### src/rtl/mem_pkg.sv
// Shared encodings for the MEM-stage load/store engine.
package mem_pkg;

  // Access size encodings as delivered by the MEM-stage decode
  localparam logic [1:0] SZ_BYTE  = 2'd0;
  localparam logic [1:0] SZ_HALF  = 2'd1;
  localparam logic [1:0] SZ_WORD  = 2'd2;
  localparam logic [1:0] SZ_DWORD = 2'd3;

  // SPLIT_MODE settings
  localparam int unsigned SPLIT_TRAP = 0;
  localparam int unsigned SPLIT_ON   = 1;

  typedef enum logic [2:0] {
    StIdle,
    StReq0,
    StWait0,
    StReq1,
    StWait1,
    StResp,
    StDrain
  } memState_t;

  // Number of bytes touched by an access of the given size
  function automatic int unsigned sizeBytes(input logic [1:0] size);
    return 32'd1 << size;
  endfunction

endpackage

### src/rtl/mem_lane_align.sv
// Combinational lane logic: byte enables for both beats, store lane shift,
// and load merge / shift / extension.
module mem_lane_align
  import mem_pkg::*;
#(
  parameter int unsigned DATA_W = 32
) (
  input  logic [$clog2(DATA_W/8)-1:0] off,
  input  logic [1:0]                  size,
  input  logic                        isSigned,
  input  logic [DATA_W-1:0]           wdata,
  input  logic [DATA_W-1:0]           rdataLo,
  input  logic [DATA_W-1:0]           rdataHi,
  output logic [DATA_W/8-1:0]         be0,
  output logic [DATA_W/8-1:0]         be1,
  output logic [DATA_W-1:0]           wdata0,
  output logic [DATA_W-1:0]           wdata1,
  output logic [DATA_W-1:0]           rdataExt,
  output logic                        crosses
);

  localparam int unsigned BYTES = DATA_W / 8;

  int unsigned           nBytes;
  logic [BYTES-1:0]      beMask;
  logic [2*BYTES-1:0]    beWide;
  logic [DATA_W-1:0]     wdMasked;
  logic [2*DATA_W-1:0]   wdWide;
  logic [DATA_W-1:0]     rdShift;
  logic                  signBit;

  // Byte enables and store data, viewed as a two-beat-wide window shifted by off
  always_comb begin
    nBytes   = sizeBytes(size);
    beMask   = '0;
    wdMasked = '0;
    for (int unsigned i = 0; i < BYTES; i++) begin
      if (i < nBytes) begin
        beMask[i]           = 1'b1;
        wdMasked[8*i +: 8]  = wdata[8*i +: 8];
      end
    end
    beWide  = {{BYTES{1'b0}}, beMask} << off;
    wdWide  = {{DATA_W{1'b0}}, wdMasked} << {off, 3'b000};
    be0     = beWide[BYTES-1:0];
    be1     = beWide[2*BYTES-1:BYTES];
    wdata0  = wdWide[DATA_W-1:0];
    wdata1  = wdWide[2*DATA_W-1:DATA_W];
    crosses = (32'(off) + nBytes) > BYTES;
  end

  // Merge {beat1, beat0}, right-justify, keep n bytes, then zero/sign fill
  always_comb begin
    rdShift = DATA_W'({rdataHi, rdataLo} >> {off, 3'b000});
    case (size)
      SZ_BYTE: signBit = rdShift[7];
      SZ_HALF: signBit = rdShift[15];
      SZ_WORD: signBit = rdShift[31];
      default: signBit = rdShift[DATA_W-1];
    endcase
    rdataExt = '0;
    for (int unsigned i = 0; i < BYTES; i++) begin
      if (i < nBytes) rdataExt[8*i +: 8] = rdShift[8*i +: 8];
      else            rdataExt[8*i +: 8] = {8{isSigned & signBit}};
    end
  end

endmodule

### src/rtl/mem_access_unit.sv
// MEM-stage load/store engine: alignment check, trap or split, and an
// SRAM-like req/addr_ok/data_ok sequencer with one beat outstanding.
module mem_access_unit
  import mem_pkg::*;
#(
  parameter int unsigned DATA_W     = 32,
  parameter int unsigned ADDR_W     = 32,
  parameter int unsigned SPLIT_MODE = 0
) (
  input  logic                clk,
  input  logic                rst,
  input  logic                req_valid,
  output logic                req_ready,
  input  logic                req_we,
  input  logic [1:0]          req_size,
  input  logic                req_signed,
  input  logic [ADDR_W-1:0]   req_addr,
  input  logic [DATA_W-1:0]   req_wdata,
  input  logic                flush,
  output logic                resp_valid,
  output logic [DATA_W-1:0]   resp_rdata,
  output logic                resp_adel,
  output logic                resp_ades,
  output logic [ADDR_W-1:0]   resp_badvaddr,
  output logic                bus_req,
  output logic                bus_wr,
  output logic [ADDR_W-1:0]   bus_addr,
  output logic [DATA_W/8-1:0] bus_be,
  output logic [DATA_W-1:0]   bus_wdata,
  input  logic                bus_addr_ok,
  input  logic                bus_data_ok,
  input  logic [DATA_W-1:0]   bus_rdata
);

  localparam int unsigned BYTES = DATA_W / 8;
  localparam int unsigned OFF_W = $clog2(BYTES);

  memState_t         state;
  logic              weQ;
  logic              signedQ;
  logic [1:0]        sizeQ;
  logic [ADDR_W-1:0] addrQ;
  logic [DATA_W-1:0] wdataQ;
  logic [DATA_W-1:0] rdata0Q;
  logic [DATA_W-1:0] respRdataQ;
  logic              adelQ;
  logic              adesQ;
  logic [ADDR_W-1:0] badvaddrQ;

  logic [2:0]        alignMask;
  logic              misaligned;
  logic              illegalSize;
  logic              trap;
  logic              killLoad;

  logic [ADDR_W-1:0]  baseAddr;
  logic [ADDR_W-1:0]  beat1Addr;
  logic [BYTES-1:0]   be0;
  logic [BYTES-1:0]   be1;
  logic [DATA_W-1:0]  wdata0;
  logic [DATA_W-1:0]  wdata1;
  logic [DATA_W-1:0]  rdataLo;
  logic [DATA_W-1:0]  rdataExt;
  logic               crosses;

  // Alignment / legality check on the incoming request
  always_comb begin
    case (req_size)
      SZ_BYTE: alignMask = 3'b000;
      SZ_HALF: alignMask = 3'b001;
      SZ_WORD: alignMask = 3'b011;
      default: alignMask = 3'b111;
    endcase
    misaligned  = |(req_addr[2:0] & alignMask);
    illegalSize = (req_size == SZ_DWORD) && (DATA_W == 32);
    trap        = illegalSize || (misaligned && (SPLIT_MODE == SPLIT_TRAP));
  end

  // Only loads can be abandoned; a store is committed once beat0 is accepted
  assign killLoad = flush && !weQ;

  assign baseAddr  = {addrQ[ADDR_W-1:OFF_W], {OFF_W{1'b0}}};
  assign beat1Addr = baseAddr + ADDR_W'(BYTES);
  assign rdataLo   = (state == StWait1) ? rdata0Q : bus_rdata;

  mem_lane_align #(
    .DATA_W(DATA_W)
  ) u_lane_align (
    .off     (addrQ[OFF_W-1:0]),
    .size    (sizeQ),
    .isSigned(signedQ),
    .wdata   (wdataQ),
    .rdataLo (rdataLo),
    .rdataHi (bus_rdata),
    .be0     (be0),
    .be1     (be1),
    .wdata0  (wdata0),
    .wdata1  (wdata1),
    .rdataExt(rdataExt),
    .crosses (crosses)
  );

  // Sequencer: request latch, bus beats, flush handling and response registers
  always_ff @(posedge clk or posedge rst) begin
    if (rst) begin
      state      <= StIdle;
      weQ        <= 1'b0;
      signedQ    <= 1'b0;
      sizeQ      <= SZ_BYTE;
      addrQ      <= '0;
      wdataQ     <= '0;
      rdata0Q    <= '0;
      respRdataQ <= '0;
      adelQ      <= 1'b0;
      adesQ      <= 1'b0;
      badvaddrQ  <= '0;
    end else begin
      unique case (state)
        StIdle: begin
          if (req_valid) begin
            weQ        <= req_we;
            signedQ    <= req_signed;
            sizeQ      <= req_size;
            addrQ      <= req_addr;
            wdataQ     <= req_wdata;
            respRdataQ <= '0;
            if (trap) begin
              adelQ     <= ~req_we;
              adesQ     <= req_we;
              badvaddrQ <= req_addr;
              state     <= StResp;
            end else begin
              state <= StReq0;
            end
          end
        end
        StReq0: begin
          // An address accepted together with a load flush still owes a data_ok
          if (bus_addr_ok) state <= killLoad ? StDrain : StWait0;
          else if (flush)  state <= StIdle;
        end
        StWait0: begin
          if (bus_data_ok) begin
            if (killLoad) begin
              state <= StIdle;
            end else if (crosses) begin
              rdata0Q <= bus_rdata;
              state   <= StReq1;
            end else begin
              respRdataQ <= weQ ? '0 : rdataExt;
              state      <= StResp;
            end
          end else if (killLoad) begin
            state <= StDrain;
          end
        end
        StReq1: begin
          if (bus_addr_ok)   state <= killLoad ? StDrain : StWait1;
          else if (killLoad) state <= StIdle;
        end
        StWait1: begin
          if (bus_data_ok) begin
            if (killLoad) begin
              state <= StIdle;
            end else begin
              respRdataQ <= weQ ? '0 : rdataExt;
              state      <= StResp;
            end
          end else if (killLoad) begin
            state <= StDrain;
          end
        end
        StResp: begin
          respRdataQ <= '0;
          adelQ      <= 1'b0;
          adesQ      <= 1'b0;
          badvaddrQ  <= '0;
          state      <= StIdle;
        end
        StDrain: begin
          if (bus_data_ok) state <= StIdle;
        end
        default: state <= StIdle;
      endcase
    end
  end

  // Outputs decoded from state and latched request fields only
  always_comb begin
    req_ready     = (state == StIdle);
    resp_valid    = (state == StResp) && !flush;
    resp_rdata    = respRdataQ;
    resp_adel     = adelQ;
    resp_ades     = adesQ;
    resp_badvaddr = badvaddrQ;
    bus_req       = (state == StReq0) || (state == StReq1);
    bus_wr        = bus_req && weQ;
    bus_addr      = '0;
    bus_be        = '0;
    bus_wdata     = '0;
    if (state == StReq0) begin
      bus_addr  = baseAddr;
      bus_be    = be0;
      bus_wdata = weQ ? wdata0 : '0;
    end else if (state == StReq1) begin
      bus_addr  = beat1Addr;
      bus_be    = be1;
      bus_wdata = weQ ? wdata1 : '0;
    end
  end

endmodule

### config.mk
export PLATFORM = sky130hd
export DESIGN_NAME = mem_access_unit
export DESIGN_NICKNAME = d
export VERILOG_FILES = /design/src/rtl/mem_pkg.sv /design/src/rtl/mem_lane_align.sv /design/src/rtl/mem_access_unit.sv
export SDC_FILE = /design/constraint.sdc
export NUM_CORES = 1
export LEC_CHECK = 0
export ABC_AREA = 1
export BUFFER_PORTS_ARGS = -buffer_cell sky130_fd_sc_hd__buf_2
export CAP_MARGIN = 20
export CORE_UTILIZATION = 45
export CTS_BUF_LIST = sky130_fd_sc_hd__clkbuf_4 sky130_fd_sc_hd__clkbuf_8 sky130_fd_sc_hd__clkbuf_16
export CTS_CLUSTER_SIZE = 28
export DETAILED_ROUTE_END_ITERATION = 10
export PLACE_DENSITY = 0.66
export SKIP_CTS_REPAIR_TIMING = 1
export SLEW_MARGIN = 10
export SYNTH_ARGS = -nofsm -noshare
export SYNTH_HDL_FRONTEND = slang
export SYNTH_SLANG_ARGS = --single-unit
### constraint.sdc
create_clock -name clk -period 12.6 [get_ports clk]
set_clock_uncertainty 0.2 [all_clocks]
set_input_delay 1.26 -clock clk [delete_from_list [all_inputs] [get_ports clk]]
set_output_delay 1.26 -clock clk [all_outputs]
set_load 0.005 [all_outputs]
# == After elaboration in Yosys (flattened, before gate mapping) ==
# Cells that the tools add are included.
# word_totals
ff_bits,169
out_inout_bits,138
wordCells,120
input_bits,106
# classes
n_reduce_logical,18
bitwise,4
order_cmp,5
shifts,4
n_addsub,2
eq_ne,20
mux,56
# op_table
operator,count
2-to-1 mux 32 bit,16
one-hot mux 32 bit (4 select lines),1
less-than comparator 1 x 32 -> 1 bit (first input constant),2
less-than comparator 2 x 32 -> 1 bit (first input constant),2
2-to-1 mux 8 bit,8
one-hot mux 32 bit (2 select lines),1
left shift 32 x 5 -> 64 bit,1
right shift 64 x 5 -> 32 bit,1
2-to-1 mux 3 bit,14
adder 2 x 32 -> 32 bit,1
adder 32 x 3 -> 32 bit (second input constant),1
greater-than comparator 32 x 3 -> 1 bit (second input constant),1
left shift 1 x 2 -> 32 bit (first input constant),1
one-hot mux 3 bit (6 select lines),1
inequality test 2 bit (second input constant),7
equality test 3 bit (second input constant),3
one-hot mux 3 bit (3 select lines),1
2-to-1 mux 1 bit,8
2-to-1 mux 4 bit,2
AND reduction 4 bit,2
left shift 4 x 2 -> 8 bit,1
AND reduction 7 bit,1
equality test 3 x 2 -> 1 bit (second input constant),2
inequality test 3 bit (second input constant),2
other kinds (19),29

# == Logic depth before layout (Yosys ltp) ==
# Gate-level depths: netlist of the first run.
# logic_depth
ltp_word,11
ltp_mapped,19

# == Modules after synthesis ==
# A second synthesis of the first run with hierarchy kept.
# unflattened
hier_cells,1505
hier_area_um2,10819.1
# modules_own_cells
module,area_per_inst_um2,cells_each,instances
mem_access_unit,8808.4,1093,1
mem_lane_align,2010.7,412,1

# == Worst setup path before layout of the first run ==
# OpenSTA, ideal clock, no wires.
# synth_path
kind,register to output
from,reg addrQ[2]
to,out bus_addr[26]
path_stages_with_launch,12
slack_ns,9.482
t_required_ns,11.140
path_buffers,0
t_arrival_ns,1.658
path_cell_list,dfrtp_1 ha_1 nand3_2 nor2_1 nand2_1 nor2_2 nand2_1 nor2_2 nand2_1 o21bai_1 nand3_1 nand2_1
# synth_via
elab_chain_cells,3
# synth_rtl
item,line,rtl
from (decl),mem_access_unit.sv:42,logic [ADDR_W-1:0] addrQ;
from (signal assigned),mem_access_unit.sv:124,addrQ <= req_addr;
adder 32 x 3 -> 32 bit,mem_access_unit.sv:83,assign beat1Addr = baseAddr + ADDR_W'(BYTES);
2-to-1 mux 32 bit,mem_access_unit.sv:205,end else if (state == StReq1) begin
2-to-1 mux 32 bit,mem_access_unit.sv:201,if (state == StReq0) begin
to (decl),mem_access_unit.sv:27,"output logic [ADDR_W-1:0] bus_addr,"
# No other way between the ends.

# == Worst setup path in the final report of the first run ==
# layout_path
from,reg addrQ[1]
to,out bus_be[1]
# layout_via
elab_chain_cells,3
# layout_rtl
item,line,rtl
left shift 4 x 2 -> 8 bit *,mem_lane_align.sv:43,"beWide = {{BYTES{1'b0}}, beMask} << off;"
2-to-1 mux 4 bit,mem_access_unit.sv:205,
2-to-1 mux 4 bit *,mem_access_unit.sv:201,
to (decl),mem_access_unit.sv:28,"output logic [DATA_W/8-1:0] bus_be,"
# Every way passes the cells marked *; elsewhere a longest branch is shown, timed or not.

==> results list, run 1 <==
- STA classifies the critical path endpoint as an output pin.
- In the synthesized netlist, the number of instances is approximately 1500.
* Final global-route overflow total: 0
- Across the run, the number of max-cap violations was 0.
- Upper clock frequency limit: ~210 MHz
- Die height: ~150 um
- In the global route stage, overall resource usage came out at 0.280.
- In the finished design, the share of the clock period the worst path needs comes to 0.379.
- Counting I/O delays and the setup requirement, the final critical path takes ~4800 ps.
* Antenna violations before repair: 6
- Residual DRC: 0
- Crit path max-delay cell type: nor2_2
- Number of input and output port buffers inserted: between 200 and 250
- Max FO, Critical Path: 64
* Final estimated routing congestion in global placement: roughly 0.93
- Ranking of synthesized cells by area: dfrtp_1, nand2_1, nand3_1
* Number of cells in the design after placement: 1916
- The share of synthesized area in the top cell type comes to 0.412.
- Net switching power: roughly 1.5 mW
- For this run, the number of Yosys warnings is 0.
- The setup path with the least slack is of type flop to output pin.
- Internal Power: about 1.6 mW
* Routed WL per cell: between 15 and 20 um
- Effective utilization at floorplan: 0.465
- The signal on the critical path passes through buf_4 > inv_1 > nor2_2 > nand2_1 > o31ai_1 > buf_2.
* Power share of the clock group: 0.176
- Counting every sink on the clock net gives 169.
* Horizontal die dimension: about 150 um
- For this block, the routed nets add up to roughly 32000 um of wire.
- Part of the Yosys area used for sequential elements: 0.412
- Number of design-rule violations left by the first detailed-router iteration: around 850
- Clock Latency Late Sink: between 400 and 500 ps
* Detailed-routing iteration count for the pre-antenna-repair pass: 5
- Final setup TNS: 0 ps
* Final Hold Violating Endpoints: 0
- In the final layout, the share of cells above drive strength 1 is 0.205.
- Once layout is complete, the cells apart from fillers number 1952.
* Slew Limit Headroom: 0.295
* Yosys top cell by area: dfrtp_1
- For the worst setup path, the data required time is approximately 11000 ps.
- Data arrives at the worst endpoint at ~3300 ps.
* Area growth syn-to-layout: 18.5%
- Mean number of vias per cell: between 5 and 6
- Number of library cell types mapped by synthesis: between 40 and 50
- The run finished with clean final reports.
- Via count of the first global-routing pass: 10000
* Number of enable flip-flop cells after synthesis: 0
* Filler cells: between 2000 and 2500
- The longest clock path from root to sink contains 2 buffers.
- The die covers roughly 23000 sq um.
* Number of pins exceeding their max-slew limit in the final report: 0
* Asr flop ratio synth: 1.00
- The share of total power dissipated in sequential elements is 0.313.
- Fraction of power spent switching nets: 0.472
- The floorplan has between 50 and 60 rows.
* Root buf cell: clkbuf_16
* Netlist area before placement: a little over 10000 sq um
* Worst-case hold slack: between 200 and 300 ps
* CTS Buf Count: 17
* Syn Area/Cell: ~7 sq um
- For the pin with the worst max-slew slack, the measured transition is around 1100 ps.
- Post-Route Utilization: 0.551
- For this design the ratio of total power to cell area is ~250 nW/um^2.
- H-Tree Depth: 4
- The detail route stage leaves a number of antenna-violating nets equal to 0.
- Most used flip-flop cell after synthesis: dfrtp_1
- On the worst path, the slowest cell contributes a delay of 820 ps.
* Number of primary I/O pins: between 200 and 250
* Setup repair after global routing missed its margin: no
- Static leakage power: ~6.4 nW
- Final HPWL from detailed placement: 23300 um
* Peak supply drop: around 0.12 mV
* TritonCTS clock tree: done
- Final net count: approximately 1800
- Worst Setup Start Kind: flop
* Largest net degree at the start of global routing: 90
* Vias: 10600
* Area of the placeable core: approximately 22000 sq um
- Setup violations remaining at the end of the flow were counted as 0.
- After synthesis the netlist holds a flip-flop and latch count of between 150 and 200.
- The first global-routing pass estimated 52000 um of wire.
- Of the total power, combinational logic draws 0.512.
- The tightest min-delay check is of the flop to flop type.
* Clock-pin slew on the worst setup and hold paths: ~70 ps
==> metrics by stage <==
step	total power, mW	setup WS, ps	area, sq um
3_5_place_dp	2.55	8300	11600
6_report	3.09	7820	12200
5_1_grt	3.35	7520	12200
2_1_floorplan	2.04	6560	10300
4_1_cts	3.10	7840	12200
3_3_place_gp	2.52	8360	11600
==> cells in the mapped netlist (4+ instances only) <==
| master | instances |
|---|---|
| nand2_1 | 387 |
| dfrtp_1 | 169 |
| nor2_1 | 158 |
| inv_1 | 156 |
| nand3_1 | 125 |
| o21ai_0 | 123 |
| a21oi_1 | 75 |
| clkbuf_1 | 42 |
| mux2_2 | 29 |
| buf_2 | 27 |
| nor3_1 | 20 |
| o21ai_1 | 19 |
| a22oi_1 | 17 |
| a311oi_1 | 14 |
| o22ai_1 | 13 |
| nand4_1 | 12 |
| o211ai_1 | 10 |
| buf_1 | 8 |
| nor2_2 | 8 |
| nor4_1 | 5 |
| or2_2 | 5 |
| a31oi_1 | 4 |
| buf_4 | 4 |
| xor2_1 | 4 |
==> critical path, delay by kind of cell, from the launching register on <==
| kind | cells | cell delay, ps |
|---|---|---|
| DFF | 1 | 340 |
| and+or+nand+nor | 2 | 930 |
| buffers and inverters | 3 | 1430 |
| AOI/OAI and AO/OA | 1 | 170 |
==> state kept, by name, indices dropped and copies added, names as in the netlist <==
| register | count |
|---|---|
| state | 3 |
| resp_ades | 1 |
| wdataQ | 32 |
| resp_badvaddr | 32 |
| signedQ | 1 |
| resp_rdata | 32 |
| sizeQ | 2 |
| addrQ | 32 |
| weQ | 1 |
| resp_adel | 1 |
| rdata0Q | 32 |
==> path summary, 6_finish.rpt <==
check,cells after the start,to,slack (ps),startpoint
worst max register to register,14,resp_rdata[15],8480,addrQ[1]
max in group asynchronous,4,addrQ[1],9660,rst
worst min register to register,2,resp_rdata[17],270,resp_rdata[17]
worst min-delay path,2,resp_rdata[17],270,resp_rdata[17]
worst max-delay path,6,bus_be[1],7820,addrQ[1]
min in group asynchronous,2,resp_badvaddr[11],760,rst
==> cells by family (layout without fill, tap and decap cells) <==
logic type,after synthesis,in the layout,synth area share
AOI/OAI and AO/OA,285,285,0.156
xor gates and xnor gates,6,6,0.00512
adders and majority gates,3,3,0.00366
buffers and inverters,245,446,0.0965
DFF,169,169,0.412
muxes,29,29,0.0318
other,1,6,0.000365
and+or+nand+nor,728,728,0.295
==> routing by layer <==
| metal | routed length [um] | global-route usage | up-vias |
|---|---|---|---|
| li1 | - | - | 5159 |
| met1 | 14600 | 0.382 | 5007 |
| met2 | 14700 | 0.433 | 397 |
| met3 | 2310 | 0.0680 | 61 |
| met4 | 847 | 0.0996 | 4 |
| met5 | 22 | 0 | - |
==> power by group through the flow <==
stage	registers [mW]	logic (mW)	clock network, mW
floorplan	0.930	1.11	0
global placement	0.967	1.55	0
detailed placement	0.967	1.58	0
CTS	0.963	1.58	0.553
global route	0.997	1.78	0.579
finish	0.966	1.58	0.543
==> area by class of cell <==
type                    count  area (sq um)  area share
flip-flops and latches    169          4230       0.348
diodes                      4          10.0    0.000823
clock inverters            13           156      0.0129
repair buffers            253          1300       0.107
inverters                 161           609      0.0501
multi-input cells        1053          5070       0.416
well taps                 280           350      0.0288
clock buffers              19           447      0.0367
==> placed cells by master, fill, tap and decap left out, types with 8 or more instances in the layout <==
| master | n |
|---|---|
| a21oi_1 | 75 |
| nand4_1 | 12 |
| o211ai_1 | 10 |
| o22ai_1 | 13 |
| o21ai_0 | 123 |
| a311oi_1 | 14 |
| buf_4 | 12 |
| mux2_2 | 29 |
| dfrtp_1 | 168 |
| nand2_1 | 386 |
| o21ai_1 | 19 |
| nor2_1 | 158 |
| clkbuf_16 | 17 |
| inv_1 | 154 |
| buf_2 | 241 |
| a22oi_1 | 17 |
| nand3_1 | 125 |
| nor3_1 | 20 |
| nor2_2 | 8 |
(Power assumes the default switching activity.)
==> run 2, diff against run 1 <==
ABC_AREA = 0   (was 1)
clock period = 4.55 ns   (was 12.6 ns; I/O delays follow)
==> results list, run 2 <==
- For the worst flop-to-flop path, the logic depth is 9.
- IR analysis of the VDD net gives a maximum drop of approximately 0.34 mV.
- Most frequent cell on the critical path: ha_1
* Area of the placeable core: ~22000 sq um
- For this run, the detailed router's first-pass iteration total came to 8.
* Required time worst endpoint: roughly 4700 ps
- Most frequent cell after synthesis: nand2_1
* Critical R2R Capture: rdata0Q[7]
- The worst register-to-register path has a setup slack of 820 ps.
- The min-delay analysis places its worst path in the category input pin to async pin.
* Final net count: around 1500
* Number of pins exceeding their max-slew limit in the final report: 0
* Netlist area before placement: about 10000 sq um
* Crit path time final: approximately 3700 ps
* Worst Setup Start Kind: flop
* Slew at the pin closest to its max-slew limit: between 900 and 1000 ps
- Along the worst path, the maximum fanout reaches 28.
* Arrival time of data at the critical path endpoint: around 3800 ps
- Clock-pin slew on the worst setup and hold paths: approximately 80 ps
* Instance area at placement: between 10000 and 15000 sq um
* Residual DRC: 18
- Yosys top cell by area: dfrtp_1
* Number of routed nets with antenna violations: 0
- In the finished design, the share of the clock period the worst path needs comes to 0.820.
- Clock latency on the worst-skew pair, taken at its later pin, is around 430 ps.
* Worst path cell trace: or2_2 > inv_1 > ha_1 > ha_1 > o2bb2ai_1 > o22a_1 > nor3_2 > buf_12 > mux2_2
- CTS Buf Count: 17
- The design draws 8.15 mW.
- Global-route wire length before repair: about 48000 um
- The number of placed instances, taps included, is between 1500 and 2000.
- Number of design-rule violations left by the first detailed-router iteration: between 700 and 800
- Maximum clock insertion buffer count: 2
- Ranking of synthesized cells by area: dfrtp_1, nand2_1, mux2_2
- The finished cells cover roughly 12000 sq um.
- CP endpoint kind: flop
* Post-Route M1 WL: roughly 13000 um
- The die is 152 um tall.
- On the final layout, the worst hold slack is -46.3 ps.
- Global routing finished with a remaining overflow of 0.
- Standard-cell rows: 54
- Cells after Synth: between 1000 and 1500
- The number of antenna diodes in the final layout is 0.
- The setup path with the least slack is of type flop to flop.
* Critical R2R Launch: sizeQ[1]
* Most used flip-flop cell after synthesis: dfrtp_1
* Static leakage power: 5.92 nW
- Averaged over all synthesized cells, the footprint is 8.56 sq um.
- The count of buffers added on input and output ports is 241.
* TritonCTS clock tree: done
- Horizontal die dimension: between 150 and 200 um
- For this run, asynchronously set or reset flops after synthesis account for 1.00.
- Yosys printed 0 warnings.
* H-Tree Depth: 4
- Most frequent cells in the layout: nand2_1, buf_2, dfrtp_1
- The checks that failed: DRC, hold timing.
- Using the TritonRoute via totals, the vias-per-cell ratio works out to between 5 and 6.
- Setup repair after global routing left no endpoint under its margin.
* Count of placed standard cells in the final layout, fillers left out: 1657
- Max-cap violations: 0
- Routed met2 length: between 10000 and 15000 um
* Upper clock frequency limit: between 200 and 300 MHz
* Final Hold Violating Endpoints: 34
- The via count of the first global-routing pass was between 8000 and 9000.
- Routability-driven placement finished with a final weighted congestion of about 0.89.
- Setup violations remaining at the end of the flow were counted as 0.
- Result of the run: finished, violations left
* Vias: roughly 9500
- WP buf/inv: 2
- The die covers ~23000 sq um.
- The routed design uses ~2000 um of met3 wire.
* Crit path from: sizeQ[1]
- Adding up every negative setup slack in the final design gives 0 ps.
- Part of the Yosys area used for sequential elements: 0.418
- Top routing layer in use: met5
* Effective utilization at floorplan: 0.461
* Number of primary I/O pins: around 240
- The cell sitting at the root of the clock tree is a clkbuf_16.
* Number of library cell types mapped by synthesis: 65
- Of the post-synthesis cell area, the dominant cell type holds 0.418.
* P per Cell Area: about 670 nW/um^2
* Gr usage total: 0.260
* Clk sink count: between 150 and 200
* Top post-synthesis cells by count: nand2_1, dfrtp_1, nor2_1, o21ai_0, clkbuf_1
* Total number of cells along the worst setup path: 9
* Largest net degree at the start of global routing: 90
* Crit path max-delay cell type: dfrtp_1
* Final HPWL from detailed placement: around 21000 um
- In the final routed layout, each cell accounts on average for ~18 um.
- Broken down by cell family, the worst path's largest delay share belongs to simple AND/OR/NAND/NOR gates.
* Slew Limit Headroom: 0.362
- WL final: 30000 um
* Filler cells: between 2000 and 2500
* Area growth syn-to-layout: 19.5%
- Biggest cell delay along the critical path: roughly 770 ps
- Flip-flop and latch count after synthesis: ~170
- Antenna violations before repair: 1
* Proportion of layout cells with a drive suffix above 1: 0.273
* Number of enable flip-flop cells after synthesis: 0
* Most frequent standard cell in the layout excluding fill and tap cells: nand2_1
==> run 2: changes by cell type after synthesis, sizes merged, moves of 20 or more <==
| cell | before | now |
|---|---|---|
| o21ai | 142 | 86 |
| clkbuf | 42 | 65 |
| nand2 | 390 | 326 |
| o32ai | 2 | 22 |
| a21oi | 76 | 43 |
| nand3 | 126 | 13 |
| nor2 | 168 | 71 |
| and2 | 0 | 35 |
| inv | 159 | 19 |
| mux2i | 0 | 33 |
==> run 2: layout make-up <==
type / instances / area (sq um) / area share
Clock buffer: 17 / 425 / 0.0352
Clock inverter: 15 / 191 / 0.0158
Inverter: 19 / 75.1 / 0.00621
Multi-Input combinational cell: 896 / 5440 / 0.449
Sequential cell: 169 / 4230 / 0.350
Tap cell: 280 / 350 / 0.0290
Timing Repair Buffer: 261 / 1380 / 0.114
==> run 2: per-stage QoR <==
step / setup slack (ps) / util
2_1_floorplan: 1240 / -
3_3_place_gp: 941 / 0.522
3_5_place_dp: 855 / 0.522
4_1_cts: 860 / 0.550
5_1_grt: 606 / 0.551
6_report: 820 / 0.551
==> run 2: metal layers <==
layer  GRT usage  up-vias
met1       0.359     4574
met4      0.0933        2
met5           0        -
met2       0.417      377
met3      0.0402       50
li1            -     4489
==> run 2: cell families after synthesis <==
kind of cell,synth area share
other cells,0.000371
compound gates,0.172
simple gates,0.222
flops,0.418
xor+xnor,0.0225
fa+ha+maj,0.00371
buf+inv,0.0481
mux,0.113
==> run 2: how the worst max path moves through the flow <==
stage / endpoint
global placement: rdata0Q[23]
global route: rdata0Q[10]
CTS: rdata0Q[7]
detailed placement: rdata0Q[7]
floorplan: rdata0Q[10]
finish: rdata0Q[7]
==> run 2: power by group <==
part | total (mW) | internal, mW | switching [mW]
clock | 1.55 | 0.843 | 0.703
combinational | 3.70 | 1.56 | 2.14
sequential | 2.91 | 2.18 | 0.725
==> run 3, diff against run 2 <==
ABC_AREA = 1   (was 0)
PLACE_DENSITY = 0.68   (was 0.66)
clock period = 3.2 ns   (was 4.55 ns; I/O delays follow)
==> results list, run 3 (same netlist as run 1, synthesis figures left out) <==
- The first global-routing pass estimated 53100 um of wire.
- Of the total power, the share spent switching nets is 0.470.
- STA puts the critical path data required time at 2680 ps.
- The number of hold-slack violations in the final timing report is 10.
- CTS Buf Count: 17
- Slew Limit Headroom: 0.553
* Fraction of power consumed by sequential logic: 0.309
- Buffers placed on the I/O ports in this run total 241.
- Arrival time of data at the critical path endpoint: ~2500 ps
* Residual DRC: 0
- Die height: approximately 150 um
* Footprint of the multi-input gates: approximately 5100 sq um
- Number of design-rule violations left by the first detailed-router iteration: 970
- Slew at the pin closest to its max-slew limit: approximately 670 ps
* Violated checks: hold timing
- Net switching power: 5.87 mW
* TritonCTS clock tree: done
* Reg-to-reg setup timing slack: approximately 540 ps
- Worst-case hold slack: -26.5 ps
- Count of placed standard cells in the final layout, fillers left out: a little over 2000
- The floorplan has between 50 and 60 rows.
* Number of primary I/O pins: roughly 240
* Peak supply drop: 0.428 mV
- Most frequent standard cell in the layout excluding fill and tap cells: nand2_1
- Final global-route overflow total: 0
* Max FO, Critical Path: 4
- In the final design database the tool counted between 1500 and 2000 nets.
* Class of the most critical hold timing path: input pin to flop
- Timing would allow up to about 330 MHz.
- The core region is between 20000 and 25000 sq um.
- P per Cell Area: roughly 960 nW/um^2
- Critical R2R Capture: resp_rdata[24]
* Startpoint of the most critical hold path: req_wdata[6]
- The layout has 2147 filler cells.
- In this run the deepest clock path goes through 2 buffers.
* Internal Power: 6.61 mW
* Clock Latency Late Sink: approximately 430 ps
- The critical path is of the flop to output pin type.
- Combinational power share: 0.518
- After legalization and detailed placement, the total HPWL measured ~24000 um.
- The share of total power dissipated in the clock network is 0.173.
- The worst register-to-register path has a depth of 14.
- Result of the run: finished, violations left
* Static leakage power: about 6.8 nW
- The detail route stage leaves a number of antenna-violating nets equal to 0.
* Area growth syn-to-layout: 27.1%
* WL final: between 30000 and 40000 um
* Number of cells in the design after placement: 1938
- Total Die Area: roughly 23000 sq um
* Via count of the first global-routing pass: around 10000
- Clock-pin slew was measured on the worst setup and hold paths at about 70 ps.
* Seq. cell area: ~4200 sq um
* Vias: approximately 11000
- Worst Setup Start Kind: flop
- STA classifies the critical path endpoint as an output pin.
* Mean number of vias per cell: 5.41
- Detailed-routing iteration count for the pre-antenna-repair pass: 5
* Routed WL per cell: between 15 and 20 um
* Most frequent cells in the layout: nand2_1, buf_2, dfrtp_1
* Final estimated routing congestion in global placement: between 0.9 and 1
- Final Cycle Share: 0.954
- The worst hold path terminates at wdataQ[6].
* Count of cells along the worst hold path: 3
- Proportion of layout cells with a drive suffix above 1: 0.210
- Critical R2R Launch: sizeQ[1]
- The repair_antennas step left the layout with diodes totalling 0.
- Number of pins exceeding their max-slew limit in the final report: 0
- Clk sink count: roughly 170
* Final setup viols: 0
- The smallest clock period supported by the final layout is computed as between 3000 and 4000 ps.
* Horizontal die dimension: between 150 and 200 um
* Effective utilization at floorplan: 0.465
- Entering global routing, the biggest net connects slightly below 70 pins.
- Antenna violations before repair: 0
- H-Tree Depth: 4
- Across the run, the number of max-cap violations was 0.
- Root buf cell: clkbuf_16
- In the global route stage, overall resource usage came out at 0.284.
[run 3: cell types whose count changed in the layout (fill, tap and decap cells not counted), moves of 15 or more]
cell,delta
a21oi_1,+32
o21ai_0,+52
nand3_1,+113
mux2i_1,-33
nor2_1,+87
a211oi_1,-16
and2_1,-35
o32ai_1,-20
nand2_1,+61
buf_4,+17
inv_1,+138
dlygate4sd3_1,+65
mux2_2,-15
[run 3: final cells by class]
cell class              instances  share of cell area
clock buffers                  18              0.0336
clock inverters                14              0.0124
inverters                     161              0.0466
multi-input cells            1053               0.391
flip-flops and latches        169               0.324
well taps                     280              0.0268
repair buffers                343               0.166
[run 3: worst max-delay path, cell delays in order, from the launching register on]
cell and delay (ps):
dfrtp_1 440, nand3_1 230, nor2_1 140, nand2_1 120
nor2_1 210, inv_1 110, nor2_1 260, nand2_1 110
nand2_1 90, nand3_1 60, o21ai_0 150, buf_2 180
[run 3: routing by layer]
metal / global-route usage / vias to the layer above / routed length, um / share of wire
met1: 0.369 / 5198 / 14700 / 0.44
met2: 0.466 / 432 / 16000 / 0.48
met4: 0.105 / 0 / 738 / 0.022
met3: 0.0604 / 53 / 2230 / 0.066
li1: - / 5339 / - / -
met5: 0 / - / 0 / 0
[run 3: per-stage QoR]
| stage | total power [mW] | util | setup TNS [ps] | setup slack (ps) | area [sq um] |
|---|---|---|---|---|---|
| 4_1_cts | 12.4 | 0.559 | -91.7 | -54.7 | 12300 |
| 6_report | 12.5 | 0.591 | 0 | 147 | 13100 |
| 3_3_place_gp | 10.0 | 0.531 | 0 | 427 | 11700 |
| 2_1_floorplan | 8.02 | - | 0 | 150 | 10300 |
| 5_1_grt | 13.5 | 0.591 | -35.4 | -35.4 | 13100 |
| 3_5_place_dp | 10.2 | 0.531 | 0 | 416 | 11700 |
[run 3: worst max path at each step]
stage,startpoint,to,cells after the start
after global placement,addrQ[2],bus_addr[16],9
after detailed placement,addrQ[2],bus_addr[16],9
after CTS,addrQ[2],bus_addr[16],9
final,addrQ[3],bus_addr[27],11
after global routing,addrQ[3],bus_addr[26],12
after floorplan,addrQ[1],rdata0Q[0],16
[run 3: power groups by stage]
stage	clock [mW]	combinational [mW]	sequential [mW]
after floorplan	0	4.36	3.66
after global placement	0	6.22	3.82
after detailed placement	0	6.32	3.84
after CTS	2.20	6.34	3.82
after global routing	2.27	7.26	3.97
final	2.16	6.47	3.85
